`config.mk`:
```
export PLATFORM = sky130hd
export DESIGN_NAME = instr_dispatch_fsm
export DESIGN_NICKNAME = d
export VERILOG_FILES = /design/src/rtl/instr_dispatch_fsm.sv
export SDC_FILE = /design/constraint.sdc
export NUM_CORES = 1
export LEC_CHECK = 0
export BUFFER_PORTS_ARGS = -buffer_cell sky130_fd_sc_hd__buf_2
export CAP_MARGIN = 25
export CELL_PAD_IN_SITES_DETAIL_PLACEMENT = 2
export CELL_PAD_IN_SITES_GLOBAL_PLACEMENT = 2
export CORE_ASPECT_RATIO = 1.25
export CORE_MARGIN = 2
export CORE_UTILIZATION = 25
export CTS_CLUSTER_DIAMETER = 40
export DETAILED_ROUTE_END_ITERATION = 10
export PLACE_DENSITY_LB_ADDON = 0.15
export SETUP_SLACK_MARGIN = 0.15
export SYNTH_ARGS = -nofsm -noshare
export SYNTH_HDL_FRONTEND = slang
export SYNTH_SLANG_ARGS = --single-unit
```
`constraint.sdc`:
```
create_clock -name clk -period 2.8 [get_ports clk]
set_input_delay 0.28 -clock clk [delete_from_list [all_inputs] [get_ports clk]]
set_output_delay 0.28 -clock clk [all_outputs]
set_load 0.005 [all_outputs]
```
`src/rtl/instr_dispatch_fsm.sv`:
```
// Top-level dispatch sequencer: fetch, decode, one-hot start pulse to an execution sub-FSM, wait for its done.
// Optional DISPATCH_PERF_EN adds retired-instruction and stall-cycle counters.
module instr_dispatch_fsm #(
    parameter int unsigned TIMEOUT = 64,
    parameter int unsigned CNT_W   = 8
) (
    input  logic        clk,
    input  logic        rst,
    input  logic        run,
    output logic        fetchReq,
    input  logic        fetchDone,
    input  logic [15:0] instrIn,
    output logic [6:0]  nextFSM,
    output logic [5:0]  para1,
    output logic [5:0]  para2,
    input  logic [6:0]  resVec,
    output logic        busy,
    output logic        errFlag,
`ifdef DISPATCH_PERF_EN
    output logic [1:0]  errCode,
    output logic [15:0] retired,
    output logic [15:0] stallCyc
`else
    output logic [1:0]  errCode
`endif
);

    localparam int unsigned CODE_W = 7;
    // Last wait cycle: the counter would reach TIMEOUT-1 on this edge.
    localparam logic [CNT_W-1:0] CNT_LAST = CNT_W'(TIMEOUT - 2);

    localparam logic [1:0] ERR_ILLEGAL = 2'b01;
    localparam logic [1:0] ERR_TIMEOUT = 2'b10;
    localparam logic [1:0] ERR_STRAY   = 2'b11;

    typedef enum logic [2:0] {
        S_IDLE,
        S_FETCH,
        S_DECODE,
        S_ISSUE,
        S_WAIT,
        S_ERROR
    } state_t;

    state_t             state;
    logic [15:0]        instr;
    logic [CODE_W-1:0]  sel;
    logic [CNT_W-1:0]   cnt;
    logic [CODE_W-1:0]  dec_code;

    // Opcode to one-hot target; zero marks an illegal opcode.
    function automatic logic [CODE_W-1:0] decode_op(input logic [3:0] op);
        logic [CODE_W-1:0] code;
        case (op)
            4'd1, 4'd2, 4'd3,
            4'd4, 4'd5, 4'd6: code = 7'b0000001;
            4'd8, 4'd9:       code = 7'b0000010;
            4'd7:             code = 7'b0000100;
            4'd10:            code = 7'b0001000;
            4'd11:            code = 7'b0010000;
            4'd12:            code = 7'b0100000;
            4'd13:            code = 7'b1000000;
            default:          code = 7'b0000000;
        endcase
        return code;
    endfunction

    assign dec_code = decode_op(instr[15:12]);

    always_ff @(posedge clk or negedge rst) begin
        if (!rst) begin
            state    <= S_IDLE;
            instr    <= 16'h0000;
            sel      <= '0;
            cnt      <= '0;
            fetchReq <= 1'b0;
            nextFSM  <= '0;
            para1    <= '0;
            para2    <= '0;
            busy     <= 1'b0;
            errFlag  <= 1'b0;
            errCode  <= 2'b00;
        end else begin
            case (state)
                S_IDLE: begin
                    if (run) begin
                        state    <= S_FETCH;
                        fetchReq <= 1'b1;
                        busy     <= 1'b1;
                    end
                end
                // An outstanding fetch is always completed; a dropped run discards the word.
                S_FETCH: begin
                    if (fetchDone) begin
                        fetchReq <= 1'b0;
                        if (run) begin
                            instr <= instrIn;
                            state <= S_DECODE;
                        end else begin
                            busy  <= 1'b0;
                            state <= S_IDLE;
                        end
                    end
                end
                S_DECODE: begin
                    para1 <= instr[11:6];
                    para2 <= instr[5:0];
                    sel   <= dec_code;
                    if (dec_code != '0) begin
                        nextFSM <= dec_code;
                        state   <= S_ISSUE;
                    end else begin
                        nextFSM <= '1;
                        errFlag <= 1'b1;
                        errCode <= ERR_ILLEGAL;
                        busy    <= 1'b0;
                        state   <= S_ERROR;
                    end
                end
                S_ISSUE: begin
                    nextFSM <= '0;
                    cnt     <= '0;
                    state   <= S_WAIT;
                end
                // A matching done takes priority over a coincident timeout.
                S_WAIT: begin
                    cnt <= cnt + CNT_W'(1);
                    if (resVec == sel) begin
                        if (run) begin
                            fetchReq <= 1'b1;
                            state    <= S_FETCH;
                        end else begin
                            busy  <= 1'b0;
                            state <= S_IDLE;
                        end
                    end else if (resVec != '0) begin
                        nextFSM <= '1;
                        errFlag <= 1'b1;
                        errCode <= ERR_STRAY;
                        busy    <= 1'b0;
                        state   <= S_ERROR;
                    end else if (cnt == CNT_LAST) begin
                        nextFSM <= '1;
                        errFlag <= 1'b1;
                        errCode <= ERR_TIMEOUT;
                        busy    <= 1'b0;
                        state   <= S_ERROR;
                    end
                end
                S_ERROR: begin
                    nextFSM <= '0;
                end
                default: begin
                    state <= S_IDLE;
                end
            endcase

            // Done pulses with no dispatch pending are flagged without disturbing the sequence.
            if (state != S_WAIT && resVec != '0) begin
                errFlag <= 1'b1;
                errCode <= ERR_STRAY;
            end
        end
    end

`ifdef DISPATCH_PERF_EN
    // Retired count wraps; stall count saturates.
    always_ff @(posedge clk or negedge rst) begin
        if (!rst) begin
            retired  <= 16'h0000;
            stallCyc <= 16'h0000;
        end else if (state == S_WAIT) begin
            if (stallCyc != 16'hFFFF) begin
                stallCyc <= stallCyc + 16'd1;
            end
            if (resVec == sel) begin
                retired <= retired + 16'd1;
            end
        end
    end
`endif

endmodule

```
==> impl.org, run 1 <==
** Outcome
- The flow ran to the end, but the final reports show violations.
- The final reports fail on negative hold slack.

** STA
- Accumulated negative setup slack :: 0 ps
- Max Freq :: 458 MHz
- The worst path in the final design needs a cycle of 2180 ps, including I/O delays and setup.
- Setup violations remaining at the end of the flow were counted as 0.
- Least-Margin Pin Slew :: 657 ps
- Setup repair after global routing left no endpoint under its margin.
- The final count of hold timing violations was 26.
- Headroom to the max-slew limit came out at 56.2%.
- Final count of pins violating max slew :: 0
- Setup slack on the critical path of the routed design comes to 615 ps.
- Final worst-path cycle share :: 78.0%
- Across all hold checks on the routed design, the worst slack comes to -18.3 ps.
- Setup Skew :: 5.86 ps

** Global route
- Global-route wire length before repair :: 12.3 mm
- The total overflow left after global routing is 0.
- The via count of the first global-routing pass is 2330.
- Maximum number of pins on one net before global-route repair :: 29
- Number of antenna violations at the first check in global routing :: 0
- Global-route usage over all layers :: 13.4%

** Critical path
- Endpoint of the worst-slack reg-to-reg timing path :: busy
- Peak fanout along the critical path :: 17
- The critical path ends at busy.
- By startpoint and endpoint, the worst setup path is classified as reg -> reg.
- STA puts the critical path data arrival time at 2440 ps.
- Largest delay share family, worst path :: simple AND/OR/NAND/NOR gates
- Critical Path End Type :: register
- Counting cells, the worst reg-to-reg path comes to 4.
- Slowest CP cell :: sky130_fd_sc_hd__or3b_1
- In this run the register-to-register setup slack is 620 ps.
- Critical Path Source Type :: register
- Walking the worst path, the cells encountered are or3b_1 -> or3_1 -> o221ai_1 -> mux2i_1.
- Longest individual stage delay on the worst path :: 620 ps
- Number of stages on the worst setup path :: 4
- STA puts the critical path data required time at 3050 ps.
- In this run the critical register-to-register path is launched from state[2].
- Start point of the critical path :: state[2]
- Number of buffer and inverter stages on the critical path :: 0

** Synth
- Commonest cells in the netlist :: sky130_fd_sc_hd__dfrtp_1 (58), sky130_fd_sc_hd__mux2_2 (36), sky130_fd_sc_hd__nand2_1 (21)
- sky130_fd_sc_hd__dfrtp_1 is the most common cell in the netlist.
- In the synthesized netlist, the number of instances is 244.
- Portion of the post-synthesis area used by sequential elements :: 52.7%
- In this run the biggest area consumer among cell types represents 52.7% of the synthesized area.
- Counting flops and latches in the post-synthesis netlist gives 58.
- Post-synth cell types :: 43
- Synthesis produced a netlist with a net count of 273.
- Yosys warning total :: 0
- Primary FF master, synth :: sky130_fd_sc_hd__dfrtp_1
- Synth Cell Area :: 2750 um^2
- sky130_fd_sc_hd__dfrtp_1 takes more of the synthesized area than any other cell.
- Yosys attributes the largest share of cell area to sky130_fd_sc_hd__dfrtp_1 (53%), sky130_fd_sc_hd__mux2_2 (15%), sky130_fd_sc_hd__o21ai_0 (2.9%).
- Of all flip-flops after synthesis, the portion carrying an async set or reset was 100%.
- Count of flip-flops with a built-in enable after synthesis :: 0
- Avg Cell Area, Syn :: 11.3 um^2

** Detailed routing
- Post-route antenna net violation count :: 0
- Wirelength per Cell :: 16.8 um
- Number of detailed-route iterations in the first pass :: 4
- Dividing the detail-routed via count by the number of cells gives 4.84.
- After detailed routing, the total wire length is 7.30 mm.
- Vias after detailed routing :: 2111
- Detailed Route Iter0 Violations :: 65
- For this run, design rule violations remaining after detail routing come to 0.

** Clock network
- The H-tree generated during clock tree synthesis spans 3 levels.
- Sink Count :: 58
- After clock tree synthesis, the clock-pin slew on the worst setup and hold paths is 50 ps.
- The root buffer cell chosen for the clock tree is sky130_fd_sc_hd__clkbuf_16.
- In this run, post-CTS repair resized a total of 0 instances.
- TritonCTS built the clock tree.
- Counting the buffers created by CTS gives 9.
- At the later pin of the worst-skew pair, clock insertion delay measures 330 ps.
- In this run the deepest clock path goes through 2 buffers.
- In this run the post-CTS setup repair buffer count came out at 0.
- Hold buffer count at CTS :: 0

** Power
- The share of total power dissipated in sequential elements is 39.1%.
- Highest ir drop seen on vdd :: 371 uV
- Net switching power :: 1.36 mW
- Internal power of the cells :: 2.55 mW
- In this run the power density over the cells is 1130 nW/um^2.
- Of the total power, combinational logic draws 32.8%.
- Net switching is 34.8% of the power.
- The clock network is responsible for 28.1% of the overall power.
- Total power :: 3.90 mW
- Summed over all cells, the static leakage comes to 1.53 nW.

** Cells and area
- Cells fill 32.4% of the core in the end.
- In the final layout, the multi-input gates occupy 1220 um^2.
- The area growth from synthesis to layout is 25.6%.
- The layout has 1203 filler cells.
- Net count of the finished layout :: 328
- After routing the design area is 3460 um^2.
- Antenna Cells :: 0
- Share of final-layout standard cells stronger than drive strength 1 :: 38.2%
- FF+latch area :: 1450 um^2

** Placed design
- At the end of routability-driven placement, the weighted congestion stood at 0.731.
- Port buffering added 50 buffers.
- Hpwl dp :: 5.22 mm
- Timing analysis after detailed placement gives a worst setup slack of 618 ps.
- Post-place instance area :: 3160 um^2

** Floorplanning
- Starting utilization of the core area :: 25.8%
- Area inside the core boundary :: 10700 um^2
- Die width :: 97.9 um
- Die area :: 11900 um^2
- Die height :: 121 um
- Row cnt :: 42
- Number of placed I/O pins :: 51

** Hold path
- Min-Delay Path Class :: in -> async

** Run
- Max-cap violations in this run came to 0.
state kept, by name, summed over array words and instances, names as in the netlist:
register / count
errCode: 2
errFlag: 1
cnt: 8
instr: 16
state: 3
para1: 6
nextFSM: 7
fetchReq: 1
sel: 7
para2: 6
busy: 1
worst min path at each step:
stage	startpoint	endpoint	slack (ps)	cells after the start
3_3_place_gp	rst	state[0]	360	1
5_1_grt	rst	state[0]	20	1
2_1_floorplan	rst	busy	-20	0
3_5_place_dp	rst	state[0]	350	1
6_report	rst	state[0]	-20	1
4_1_cts	rst	state[2]	2	1
per-stage QoR:
step / instances / hold slack (ps)
after floorplan: 244 / -15.6
after global placement: 420 / 361
after detailed placement: 420 / 351
after CTS: 436 / 2.27
after global routing: 436 / 23.8
final: 436 / -18.3
per-layer routing:
| metal | track usage [%] | routed length [um] |
|---|---|---|
| met1 | 16.4 | 3250 |
| met2 | 22.2 | 3580 |
| met3 | 4.32 | 358 |
| met4 | 4.95 | 116 |
| met5 | 0 | 0 |
area by class of cell:
| type | instances | share of cell area, % |
|---|---|---|
| Tap cell | 132 | 4.78 |
| Clock inverter | 5 | 1.56 |
| Inverter | 7 | 0.760 |
| Multi-Input combinational cell | 166 | 35.2 |
| Timing Repair Buffer | 57 | 8.76 |
| Sequential cell | 58 | 42.0 |
| Clock buffer | 11 | 7.02 |
cells in the final DEF, fill, tap and decap left out, types with 4 or more instances in the layout:
master and n:
sky130_fd_sc_hd__dfrtp_1 58, sky130_fd_sc_hd__buf_2 50, sky130_fd_sc_hd__mux2_2 36, sky130_fd_sc_hd__nand2_1 21
sky130_fd_sc_hd__o21ai_0 16, sky130_fd_sc_hd__nor2_1 15, sky130_fd_sc_hd__nand3_1 10, sky130_fd_sc_hd__clkbuf_16 9
sky130_fd_sc_hd__inv_1 7, sky130_fd_sc_hd__a21oi_1 7, sky130_fd_sc_hd__o31ai_1 7, sky130_fd_sc_hd__buf_4 7
sky130_fd_sc_hd__xnor2_1 5, sky130_fd_sc_hd__nor3_1 4, sky130_fd_sc_hd__a31oi_1 4
power by group through the flow:
| stage | sequential, mW | clock [mW] | combinational, mW |
|---|---|---|---|
| 3_3_place_gp | 1.52 | 0 | 1.29 |
| 2_1_floorplan | 1.37 | 0 | 0.986 |
| 3_5_place_dp | 1.54 | 0 | 1.31 |
| 5_1_grt | 1.59 | 1.17 | 1.46 |
| 4_1_cts | 1.53 | 1.14 | 1.32 |
| 6_report | 1.53 | 1.10 | 1.28 |
cell families after synthesis:
logic type,after synthesis,share of synthesized area (%)
compound gates,50,12.1
xor+xnor,8,2.55
fa+ha+maj,2,0.909
buf+inv,20,3.09
flops,58,52.7
mux,38,15.5
simple gates,68,13.1
No activity file was read; power rests on OpenSTA's default activity.
==> run 2: changes to the inputs <==
ABC_AREA = 1   (was default)
clock period = 2.2 ns   (was 2.8 ns; I/O delays follow)
==> impl.org, run 2 <==
** Outcome
- The run finished with clean final reports.

** Critical path
- The number of buffers and inverters on the critical path is 1 (+1).
- The setup path with the least slack is of type reg -> reg.
- WP data arrival :: 2030 ps (-410 ps)
- STA classifies the critical path endpoint as a register.
- Critical Path Source Type :: register
- The data required time at the worst endpoint is 2470 ps (-580 ps).
- The delay of the slowest cell on the worst path is 470 ps (-150 ps).
- The critical path goes through nor2_2 -> nand2_4 -> inv_4 -> nand2_1 -> nor2_2 -> nand2_1 -> nand3b_1 -> nand2_1 -> nand2_1.
- Slowest CP cell :: sky130_fd_sc_hd__dfrtp_1
- Critical Path Most Common Cell :: sky130_fd_sc_hd__nand2_1
- The cell family contributing the most delay on the critical path is simple AND/OR/NAND/NOR gates.
- The largest fanout on the critical path was 15 (-2).

** Synth
- The flip-flop and latch count after synthesis is 58 (unchanged).
- Post-synth cell types :: 27 (-37%)
- The gate count of the mapped netlist was 367 (+50%).
- The synthesized net count was 396 (+45%).
- The sequential-to-total area share from yosys stat was 50.0% (-2.7 points).
- The mean instance size in the synthesized netlist is 7.91 um^2 (-30%).
- The area share of the largest cell type after synthesis was 50.0% (-2.7 points).
- The count of yosys warnings during synthesis is 0 (unchanged).
- Top cell type by total area after synthesis :: sky130_fd_sc_hd__dfrtp_1
- Count leader, synth :: sky130_fd_sc_hd__nand2_1
- Proportion of synthesized flip-flops having asynchronous set or reset :: 100% (unchanged)
- Yosys attributes the largest share of cell area to sky130_fd_sc_hd__dfrtp_1 (50%), sky130_fd_sc_hd__nand2_1 (13%), sky130_fd_sc_hd__inv_1 (6.3%).
- The number of synthesized flops with an enable pin is 0 (unchanged).
- The post-synthesis cell area was 2900 um^2 (+5.5%).
- By count the netlist is led by sky130_fd_sc_hd__nand2_1 (97), sky130_fd_sc_hd__dfrtp_1 (58), sky130_fd_sc_hd__inv_1 (49).
- In the synthesized netlist the dominant register cell turns out to be sky130_fd_sc_hd__dfrtp_1.

** STA
- The period utilization is 80.0% (+2.0 points).
- The total negative slack is 0 ps (unchanged).
- The maximum frequency from static timing analysis is 568 MHz (+24%).
- Setup repair after global routing left no endpoint under its margin.
- Least-Margin Pin Slew :: 568 ps (-88.5 ps)
- Relative slew slack :: 62.1% (+5.9 points)
- The shortest clock period the worst path allows after layout was 1760 ps (-424 ps).
- The clock tree skew after final layout was 4.27 ps (-1.59 ps).
- The final number of max-transition violations was 0 (unchanged).
- Worst path setup slack after routing :: 439 ps (-176 ps)
- Setup violation total in the final timing report :: 0 (unchanged)
- The final count of hold timing violations is 0 (-100%).

** Cells and area
- Area growth from synthesis to layout :: 25.0%
- Share of final-layout standard cells stronger than drive strength 1 :: 21.9% (-16 points)
- Most frequent cells in the layout :: sky130_fd_sc_hd__nand2_1 (97), sky130_fd_sc_hd__dfrtp_1 (58), sky130_fd_sc_hd__buf_2 (50), sky130_fd_sc_hd__inv_1 (49), sky130_fd_sc_hd__nor2_1 (37)
- The summed area of non-filler cells in the final layout is 3630 um^2 (+4.9%).
- Leading registers by flop count :: instr (16), cnt (8)
- Net count of the finished layout :: 453 (+38%)
- Leaving out fill and tap cells, the most frequent cell in the layout is sky130_fd_sc_hd__nand2_1.
- Number of flip-flops under the largest register name :: 16 (unchanged)
- Antenna Cells :: 0 (unchanged)
- Final instance count without filler cells :: 567 (+30%)
- Largest register by flop count :: instr

** Clock network
- Number of buffers inserted during clock tree synthesis :: 9 (unchanged)
- Maximum clock insertion buffer count :: 2 (unchanged)
- Clock H-tree levels :: 3 (unchanged)
- Clk pin slew, worst setup/hold paths :: 60 ps (about the same)
- The clock sink count came to 58 (unchanged).
- The clock network latency to the later pin of the worst-skew pair came to 330 ps (about the same).
- Clock tree from TritonCTS :: built
- The buffer count from post-CTS setup fixing came to 0 (unchanged).
- Root buf cell :: sky130_fd_sc_hd__clkbuf_16

** Placed design
- The weighted congestion reported at the end of routability-driven placement was 0.742 (+1.5%).
- The detailed-placement wirelength estimate is 6.33 mm (+21%).
- The setup slack at placement came to 436 ps (-182 ps).
- The placed instance count was 550 (+31%).
- The post-detailed-placement cell area was 3320 um^2 (+4.9%).
- Buffers on Ports :: 50 (unchanged)

** Detailed routing
- Total detailed-routing wirelength :: 8.35 mm (+14%)
- Via-to-Cell Ratio :: 4.63 (-4.3%)
- The via count is 2626 (+24%).
- The number of DRC markers after the initial detailed-route iteration was 45 (-31%).
- The remaining antenna violation count after routing came to 0 (unchanged).
- Number of detailed-route iterations in the first pass :: 4 (unchanged)
- The routed length per placed instance is 14.7 um (-12%).
- Number of remaining DRC errors :: 0 (unchanged)

** Floorplanning
- Die width :: 100 um (+2.6%)
- The row count came to 44 (+4.8%).
- The area of the core came to 11500 um^2 (+7.3%).
- The top-level port count was 51 (unchanged).
- Die height :: 124 um (+2.6%)
- The starting utilization of the core area came to 25.3% (-0.45 points).
- Die area :: 12500 um^2 (+5.3%)

** Global route
- The sum of overflow across all layers after global routing was 0 (unchanged).
- Global-route usage over all layers :: 14.7% (+1.3 points)
- The routing usage on met1 came to 18.0% (+1.6 points).
- Met2 Usage GRT :: 23.9% (+1.7 points)
- GR Util met3 :: 3.65% (-0.67 points)
- The maximum number of pins on one net before global-route repair came to 38 (+31%).
- The via count of the first global-routing pass is 2873 (+23%).
- Global-route wire length before repair :: 14.4 mm (+17%)
- Gr busiest metal :: met2
- Number of antenna violations at the first check in global routing :: 0 (unchanged)

** Hold path
- Min-Delay Path Class :: in -> reg

** Run
- Max-capacitance violation count :: 0 (unchanged)

** Power
- The overall power consumption is 2.57 mW (-34%).
- The static leakage is 1.85 nW (+21%).
- Highest ir drop seen on vdd :: 341 uV (-8.0%)
- The power per cell area is 709 nW/um^2 (-37%).
run 2: timing repair:
action	4_1_cts	5_1_grt
gates resized for setup	0	0
hold buffers	1	0
endpoints found under the hold margin	21	0
endpoints found under the setup margin	0	0
run 2: final cells by class:
class | count | area [um^2]
fillers | 1381 | 7820
flip-flops and latches | 58 | 1450
multi-input cells | 248 | 1200
repair buffers | 55 | 303
clock buffers | 9 | 225
inverters | 52 | 198
well taps | 138 | 173
clock inverters | 7 | 77.6
run 2: logic make-up after synthesis:
group	after synthesis	synth area share [%]
AO/OA/AOI/OAI	71	13.4
AND/OR/NAND/NOR	173	26.6
buffers and inverters	61	8.62
XOR/XNOR	2	0.604
adder cells (fa/ha/maj)	2	0.862
flip-flops	58	50.0
run 2: final timing paths:
kind / depth (start not counted) / start / slack [ps] / endpoint
worst max-delay path: 9 / state[0] / 440 / state[2]
worst min-delay path: 3 / instrIn[2] / 140 / instr[2]
worst max register to register: 9 / state[0] / 440 / state[2]
worst min register to register: 1 / cnt[7] / 470 / cnt[7]
max in group asynchronous: 3 / rst / 1190 / para1[1]
min in group asynchronous: 2 / rst / 420 / sel[1]
run 2: tightest hold or removal path, stage by stage:
cell and delay, ps:
sky130_fd_sc_hd__buf_2 70, sky130_fd_sc_hd__nor2_1 30, sky130_fd_sc_hd__a21oi_1 100
run 2: stage by stage:
step / hold slack [ps] / util (%)
3_5_place_dp: 259 / 29.0
2_1_floorplan: -75.6 / -
6_report: 138 / 31.7
5_1_grt: 158 / 31.7
4_1_cts: 129 / 31.7
3_3_place_gp: 253 / 29.0
run 2: per-layer routing:
| metal | vias up | share of wire, % | wire, um |
|---|---|---|---|
| li1 | 1269 | - | - |
| met1 | 1293 | 42 | 3520 |
| met2 | 49 | 50 | 4210 |
| met3 | 15 | 4.9 | 408 |
| met4 | 0 | 2.5 | 212 |
| met5 | - | 0 | 0 |
run 2: power breakdown:
part           switching, mW  internal (mW)  total [mW]
sequential         0.0000612           1.07        1.07
clock                  0.544          0.883        1.43
combinational         0.0485         0.0291      0.0777
